$ cat src/rtl/argmax_row_ctrl.sv
// Row-wise fp16 argmax sequencer: streams each row out of a 1-cycle-latency SRAM,
// keeps the running max and its column, and hands one result per row over valid/ready.
module argmax_row_ctrl #(
  parameter int unsigned ADDR_WIDTH  = 16,
  parameter int unsigned INDEX_WIDTH = 16,
  parameter int unsigned ROW_WIDTH   = 16,
  parameter int unsigned DATA_WIDTH  = 16
) (
  input  logic                   clk,
  input  logic                   rst,
  input  logic                   start,
  input  logic [ADDR_WIDTH-1:0]  cfg_base_addr,
  input  logic [ROW_WIDTH-1:0]   cfg_num_rows,
  input  logic [INDEX_WIDTH-1:0] cfg_row_len,
  output logic                   busy,
  output logic                   done,
  output logic                   rd_en,
  output logic [ADDR_WIDTH-1:0]  rd_addr,
  input  logic [DATA_WIDTH-1:0]  rd_data,
  output logic                   res_valid,
  input  logic                   res_ready,
  output logic [DATA_WIDTH-1:0]  res_value,
  output logic [INDEX_WIDTH-1:0] res_index,
  output logic [ROW_WIDTH-1:0]   res_row
);

  typedef enum logic [2:0] {S_IDLE, S_READ, S_DRAIN, S_EMIT, S_DONE} state_t;

  state_t                 r_state, w_state_nxt;
  logic [ROW_WIDTH-1:0]   r_num_rows, r_row;
  logic [INDEX_WIDTH-1:0] r_row_len, r_col, r_cmp_col, r_max_idx, w_idx_nxt;
  logic [DATA_WIDTH-1:0]  r_max, w_max_nxt;
  logic                   r_cmp_vld, w_take, w_last_col, w_last_row;
  logic                   r_busy, r_done, r_rd_en, r_res_valid;
  logic [ADDR_WIDTH-1:0]  r_rd_addr;
  logic [DATA_WIDTH-1:0]  r_res_value;
  logic [INDEX_WIDTH-1:0] r_res_index;
  logic [ROW_WIDTH-1:0]   r_res_row;

  // Raw-bit fp16 ordering: sign first (-0 < +0), magnitude reversed for negatives.
  function automatic logic fp16_gt(input logic [DATA_WIDTH-1:0] a, input logic [DATA_WIDTH-1:0] b);
    if (a[DATA_WIDTH-1] != b[DATA_WIDTH-1]) return b[DATA_WIDTH-1];
    if (!a[DATA_WIDTH-1]) return a[DATA_WIDTH-2:0] > b[DATA_WIDTH-2:0];
    return a[DATA_WIDTH-2:0] < b[DATA_WIDTH-2:0];
  endfunction

  always_comb begin
    w_take      = 1'b0;
    w_max_nxt   = r_max;
    w_idx_nxt   = r_max_idx;
    w_last_col  = (r_col == r_row_len - INDEX_WIDTH'(1));
    w_last_row  = (r_row == r_num_rows - ROW_WIDTH'(1));
    w_state_nxt = r_state;
    if (r_cmp_vld && ((r_cmp_col == '0) || fp16_gt(rd_data, r_max))) begin
      w_take    = 1'b1;
      w_max_nxt = rd_data;
      w_idx_nxt = r_cmp_col;
    end
    case (r_state)
      S_IDLE: begin
        if (start) begin
          if ((cfg_num_rows == '0) || (cfg_row_len == '0)) w_state_nxt = S_DONE;
          else                                             w_state_nxt = S_READ;
        end
      end
      S_READ:  if (w_last_col) w_state_nxt = S_DRAIN;
      S_DRAIN: w_state_nxt = S_EMIT;
      S_EMIT: begin
        if (res_ready) w_state_nxt = w_last_row ? S_DONE : S_READ;
      end
      S_DONE:  w_state_nxt = S_IDLE;
      default: w_state_nxt = S_IDLE;
    endcase
  end

  always_ff @(posedge clk) begin
    if (rst) begin
      r_state     <= S_IDLE;
      r_num_rows  <= '0;
      r_row_len   <= '0;
      r_row       <= '0;
      r_col       <= '0;
      r_cmp_vld   <= 1'b0;
      r_cmp_col   <= '0;
      r_max       <= '0;
      r_max_idx   <= '0;
      r_busy      <= 1'b0;
      r_done      <= 1'b0;
      r_rd_en     <= 1'b0;
      r_rd_addr   <= '0;
      r_res_valid <= 1'b0;
      r_res_value <= '0;
      r_res_index <= '0;
      r_res_row   <= '0;
    end else begin
      r_state     <= w_state_nxt;
      r_cmp_vld   <= r_rd_en;
      r_cmp_col   <= r_col;
      r_max       <= w_max_nxt;
      r_max_idx   <= w_idx_nxt;
      r_busy      <= (w_state_nxt != S_IDLE);
      r_done      <= (w_state_nxt == S_DONE);
      r_rd_en     <= (w_state_nxt == S_READ);
      r_res_valid <= (w_state_nxt == S_EMIT);
      // Read pointer runs continuously across rows; it holds on the last issued address.
      case (r_state)
        S_IDLE: begin
          if (start) begin
            r_num_rows <= cfg_num_rows;
            r_row_len  <= cfg_row_len;
            r_row      <= '0;
            r_col      <= '0;
            r_rd_addr  <= cfg_base_addr;
          end
        end
        S_READ: begin
          if (!w_last_col) begin
            r_col     <= r_col + INDEX_WIDTH'(1);
            r_rd_addr <= r_rd_addr + ADDR_WIDTH'(1);
          end
        end
        S_DRAIN: begin
          r_res_value <= w_max_nxt;
          r_res_index <= w_idx_nxt;
          r_res_row   <= r_row;
        end
        S_EMIT: begin
          if (res_ready && !w_last_row) begin
            r_row     <= r_row + ROW_WIDTH'(1);
            r_col     <= '0;
            r_rd_addr <= r_rd_addr + ADDR_WIDTH'(1);
          end
        end
        default: ;
      endcase
    end
  end

  assign busy      = r_busy;
  assign done      = r_done;
  assign rd_en     = r_rd_en;
  assign rd_addr   = r_rd_addr;
  assign res_valid = r_res_valid;
  assign res_value = r_res_value;
  assign res_index = r_res_index;
  assign res_row   = r_res_row;

endmodule

$ cat config.mk
export PLATFORM = sky130hd
export DESIGN_NAME = argmax_row_ctrl
export DESIGN_NICKNAME = d
export VERILOG_FILES = /design/src/rtl/argmax_row_ctrl.sv
export SDC_FILE = /design/constraint.sdc
export NUM_CORES = 1
export LEC_CHECK = 0
export ABC_AREA = 1
export CORE_AREA = 2 2 152 265
export DETAILED_ROUTE_END_ITERATION = 8
export DIE_AREA = 0 0 154 267
export HOLD_SLACK_MARGIN = 0.03
export PLACE_DENSITY = 0.55
export SYNTH_ARGS = -nofsm -noshare
export SYNTH_HDL_FRONTEND = slang
export SYNTH_SLANG_ARGS = --single-unit
$ cat constraint.sdc
create_clock -name clk -period 2.06 [get_ports clk]
set_input_delay 0.412 -clock clk [delete_from_list [all_inputs] [get_ports clk]]
set_output_delay 0.412 -clock clk [all_outputs]
set_load 0.03 [all_outputs]
[After elaboration in Yosys (flattened, before gate mapping)]
Index checks and enable logic that the tools add are counted.
Widths: inputs -> output; s select.
Storage, ports and cells
  bits in writable memories: 0
  memories kept: 0
  latch bits: 0
  input bits: 68
  output and inout bits: 68
  ROM bits: 0
  word-level logic and storage cells: 76
  bits in registers: 184
Operators by class
  add/sub/neg operators: 5
  shifts and indexed selects: 0
  order comparisons: 2
  multiply operators: 0
  eq/ne operators: 12
  bitwise gates (word level): 0
  reduce and logical (&&, ||, !) cells: 15
  div/mod/pow operators: 0
  multiplexer cells: 25
Operators by type and width (number)
  $mux 16: 9
  $pmux 16 s3: 2
  $add 16x1->16 const B: 3
  $logic_not 16->1: 3
  $eq 16x16->1: 2
  $pmux 16 s2: 1
  $sub 16x1->16 const B: 2
  $gt 15x15->1: 1
  $lt 15x15->1: 1
  $mux 3: 5
  $pmux 3 s4: 1
  $eq 3x2->1 const B: 3
  $mux 1: 7
  $eq 3x1->1 const B: 2
  $ne 2x2->1 const B: 3
  $reduce_bool 3->1: 2
  $reduce_and 4->1: 1
  $eq 3x3->1 const B: 1
  $logic_not 3->1: 1
  $reduce_and 3->1: 1
  $logic_and 1x1->1: 2
  $logic_or 1x1->1: 2
  $reduce_and 2->1: 1
  $reduce_bool 2->1: 1
  2 further kinds: 2

[Depth between registers and ports, before layout]
Gate-level depths: netlist of the first run.
  word-level depth: 8
  mapped depth: 19
  mapped depth without buffers: 18

[Worst setup path before layout of the first run]
No wires, ideal clock.
  path type: reg-to-reg
  start point: register r_rd_addr[0] (netlist: rd_addr[0])
  end point: register r_rd_addr[12] (netlist: rd_addr[12])
  arrival: 2.018 ns
  period minus slack after synthesis: 2.081 ns
  slack: -0.021 ns
  setup time: 0.064 ns
  buffers on the path: 0
  cell stages (with the launch flop): 11
  required time: 1.996 ns
  cell sequence: dfxtp_1 ha_1 nand2_1 nor4_1 nand3_1 nor3_1 xor2_1 nand2_1 nand2_1 nor2_1 nor2_1
On the way
  longest elaborated chain between the ends: 3
  elaborated cells on any way between the ends: 4
  those cells by class: add/sub (1); mux (3)
RTL lines
  start: declaration: RTL line 35  | logic [ADDR_WIDTH-1:0] r_rd_addr;
  start signal: assignment: RTL line 113  | r_rd_addr <= cfg_base_addr;
  start signal: assignment: RTL line 119  | r_rd_addr <= r_rd_addr + ADDR_WIDTH'(1);
  start signal: assignment: RTL line 131  | r_rd_addr <= r_rd_addr + ADDR_WIDTH'(1);
  $add 16x1->16 (*): RTL line 119, 131
  $mux 16 (on tied branches): RTL line 128, 117
  $pmux 16 s3 (*): RTL line 106  | case (r_state)
Every way passes the cells marked *; elsewhere a longest branch is shown, timed or not. The select of a mux whose other input is x is not followed.
A chain may end at the register's enable or synchronous reset.

[Worst setup path in the final report of the first run]
  start point: register r_num_rows[3]
  end point: register r_rd_addr[1] (netlist: rd_addr[1])
On the way
  longest elaborated chain between the ends: 6
RTL lines
  start: declaration: RTL line 30  | logic [ROW_WIDTH-1:0] r_num_rows, r_row;
  start signal: assignment: RTL line 109  | r_num_rows <= cfg_num_rows;
  $sub 16x1->16: RTL line 52  | w_last_row = (r_row == r_num_rows - ROW_WIDTH'(1));
  $eq 16x16->1: RTL line 52
  $logic_not 1->1: RTL line 128  | if (res_ready && !w_last_row) begin
  $logic_and 1x1->1: RTL line 128
  $ne 2x2->1 (no source line)
  $reduce_and 4->1 (no source line)
Every way passes these cells.

==> results of run 1 <==
==> per-stage QoR <==
step           utilization  TNS [ns]
6_report             0.366     -4.94
5_1_grt              0.366    -19.13
4_1_cts              0.340     -2.83
3_5_place_dp         0.317    -43.67
3_3_place_gp         0.317    -36.43
2_1_floorplan            -   -0.0356
==> per-layer routing <==
| layer | up-vias | track usage | part of all wire |
|---|---|---|---|
| met5 | - | 0 | 0 |
| met4 | 0 | 0.0626 | 0.032 |
| met3 | 53 | 0.0221 | 0.026 |
| met2 | 173 | 0.273 | 0.54 |
| met1 | 4612 | 0.154 | 0.40 |
| li1 | 5118 | - | - |
==> cell families after synthesis <==
logic type,after synthesis
fa+ha+maj,20
flops,184
xor+xnor,64
simple gates,759
compound gates,194
buf+inv,219
==> synth_stat cells (all sizes together) <==
cell type	count
nand2b	1
dfxtp	184
inv	152
o21ai	56
clkbuf	51
clkinv	2
or2	3
nor2	219
a21oi	128
o21bai	1
nor4	20
o31ai	3
a21o	1
a31oi	4
nor3b	2
o211ai	1
nand3b	5
ha	20
xnor2	10
xor2	54
nand4	30
nand3	122
buf	14
nor3	19
nand2	338
==> final cells by class <==
class                      count  area [µm²]  area share
multi-input combinational   1037        6050       0.424
sequential                   184        3710       0.260
timing repair buffer         286        2730       0.191
tap                          490         613      0.0430
inverter                     154         586      0.0410
clock buffer                  17         425      0.0298
clock inverter                15         149      0.0104
==> what timing repair did <==
action,CTS,global route
setup buffers,5,15
gates resized for setup,79,231
gates cloned,3,2
hold endpoints to repair,0,0
pin swaps,8,76
endpoints found under the setup margin,119,120
==> state kept, by name (all words and copies together), names as in the netlist, 3 cells and up <==
signal,count
rd_addr,16
r_row,16
r_col,16
r_cmp_col,16
r_num_rows,16
res_value,16
res_row,16
r_row_len,16
r_max,16
r_max_idx,16
r_state,3
res_index,16
==> worst paths after layout <==
| kind | from | end | depth (start not counted) | slack [ns] |
|---|---|---|---|---|
| setup / recovery | r_num_rows[3] | rd_addr[1] | 17 | -0.14 |
| hold / removal | rd_data[9] | r_max[9] | 3 | 0.34 |
| setup reg to reg | r_num_rows[3] | rd_addr[1] | 17 | -0.14 |
| hold reg to reg | r_max[14] | r_max[14] | 2 | 0.47 |
==> worst max-delay path, cell delays in order, from the launching register on <==
cell	delay, ns
dfxtp_2	0.33
buf_6	0.11
nor2_4	0.13
nand2_4	0.07
nor2_4	0.20
nand3_2	0.07
nand2_1	0.07
inv_1	0.04
nor2_1	0.10
nand2_1	0.06
nor2_1	0.08
nand2_1	0.10
nand2_1	0.09
nand2_2	0.09
nand3_4	0.19
buf_12	0.20
nand2_2	0.06
a21oi_1	0.11
==> power groups by stage <==
stage | combinational (µW) | sequential [µW] | clock (µW)
5_1_grt | 2320 | 3810 | 3520
4_1_cts | 1900 | 3780 | 3370
3_5_place_dp | 1740 | 3860 | 0
3_3_place_gp | 1720 | 3860 | 0
2_1_floorplan | 930 | 3910 | 0
6_report | 2110 | 3790 | 3280
==> qor.yml, run 1 <==
outcome: "finished, violations left"
violations: "setup timing"
cts_tree: "built"
post-route-cell-area_um2: 14300
layout_commonest_cell: "nand2_1"
dr.first_iter.drc_count: 429
drv_slew: 0
drive_above_1_share: 0.243
path_clk_slew_ns: 0.08
synth_area_um2: 9600
hp-class: "input pin to flop"
grt-ovfl-total: 0
fin_crit_ns: 2.20
place_ws_ns: -0.608
numCtsBuffers: 17
synth_fa_ha_area_frac: 0.0261
holdBufCountCts: 0
fin_cells: 2183
n_antenna_cell: 0
synth_cell_types: 37
syn_to_final_growth_pct: 48.6
die_h_um: 267
dp_hpwl_um: 21600
clock_path_buffers: 2
grt_max_degree: 133
nFillCells: 4085
synth-seq-cells: 184
vdd_drop_max_mv: 0.402
hold_viol: 0
worst_slack_ns: -0.137
p_int_uw: 6240
cap_violations: 0
synth_compound_area_frac: 0.103
syn_inst: 1440
synth_nets: 1528
relSlewSlack: 0.581
final_cell_mix: "266 x nand2_1, 182 x nor2_1, 165 x dfxtp_1"
synth_warnings: 0
initial_core_util: 0.246
synth_top_area_share: 0.384
fin_nets: 1768
finalPower_uw: 9180
combPwrFrac: 0.230
synth_xor_xnor_area_share: 0.0584
synth.area.top_cells: "dfxtp_1 38%, nand2_1 13%, nor2_1 8.2%"
drt-pass1-iter-count: 5
grtUsageTotal: 0.143
hold_ws_ns: 0.344
ys_seq_area_frac: 0.384
fin_crit_sh: 1.07
remaining_drc_errors: 0
top_level_ports: 136
die_width_um: 154
dieArea_um2: 41100
synth_mux_area_frac: 0
p_clk_frac: 0.357
std_cell_rows: 96
rsz0062_at_grt: "yes"
fmax_mhz: 455
grt_pass1_vias: 9580
yosysTopAreaCell: "dfxtp_1"
antenna_found_initial: 0
avgSynthCellArea_um2: 6.67
synth-simple-area-share: 0.339
postPlaceCellArea_um2: 12400
tightestPinTransition_ns: 0.629
num_vias: 9956
gp_congestion: 0.811
finalSetupViolCount: 86
crit_type: "flop to flop"
core_area_um2: 39000
cts-root-buf: "clkbuf_16"
critPathRequiredTime_ns: 2.44
clock_skew_ns: 0.0125
wirelength_um: 30300
clk_latency_ns: 0.45
cts_max_level: 4
routed_via_density: 4.56
power_frac_seq: 0.413
numPortBuffers: 135
p_per_area_nw_per_um2: 643
p_sw_frac: 0.320
crit_fanout: 14
synth_top_family_by_area: "simple AND/OR/NAND/NOR gates"
setup.worst_path.start_class: "flop"
place_inst: 2129
arrival_ns: 2.58
clock-sinks: 184
ant_nets: 0
p_leak_uw: 0.00591
wl_per_cell_um: 13.9
p_sw_uw: 2940
worstSetupEndpointType: "flop"
grt_pass1_wl_um: 47300
Power figures use the tool's default switching activity.
==> run 2, diff against run 1 <==
--- a/config.mk
+++ b/config.mk
@@ -11,6 +11,7 @@
 export DIE_AREA = 0 0 154 267
 export HOLD_SLACK_MARGIN = 0.03
 export PLACE_DENSITY = 0.55
+export SLEW_MARGIN = 15
 export SYNTH_ARGS = -nofsm -noshare
 export SYNTH_HDL_FRONTEND = slang
 export SYNTH_SLANG_ARGS = --single-unit
==> results of run 2 <==
No change in the layout: final DEF, timing and power equal those of run 1.
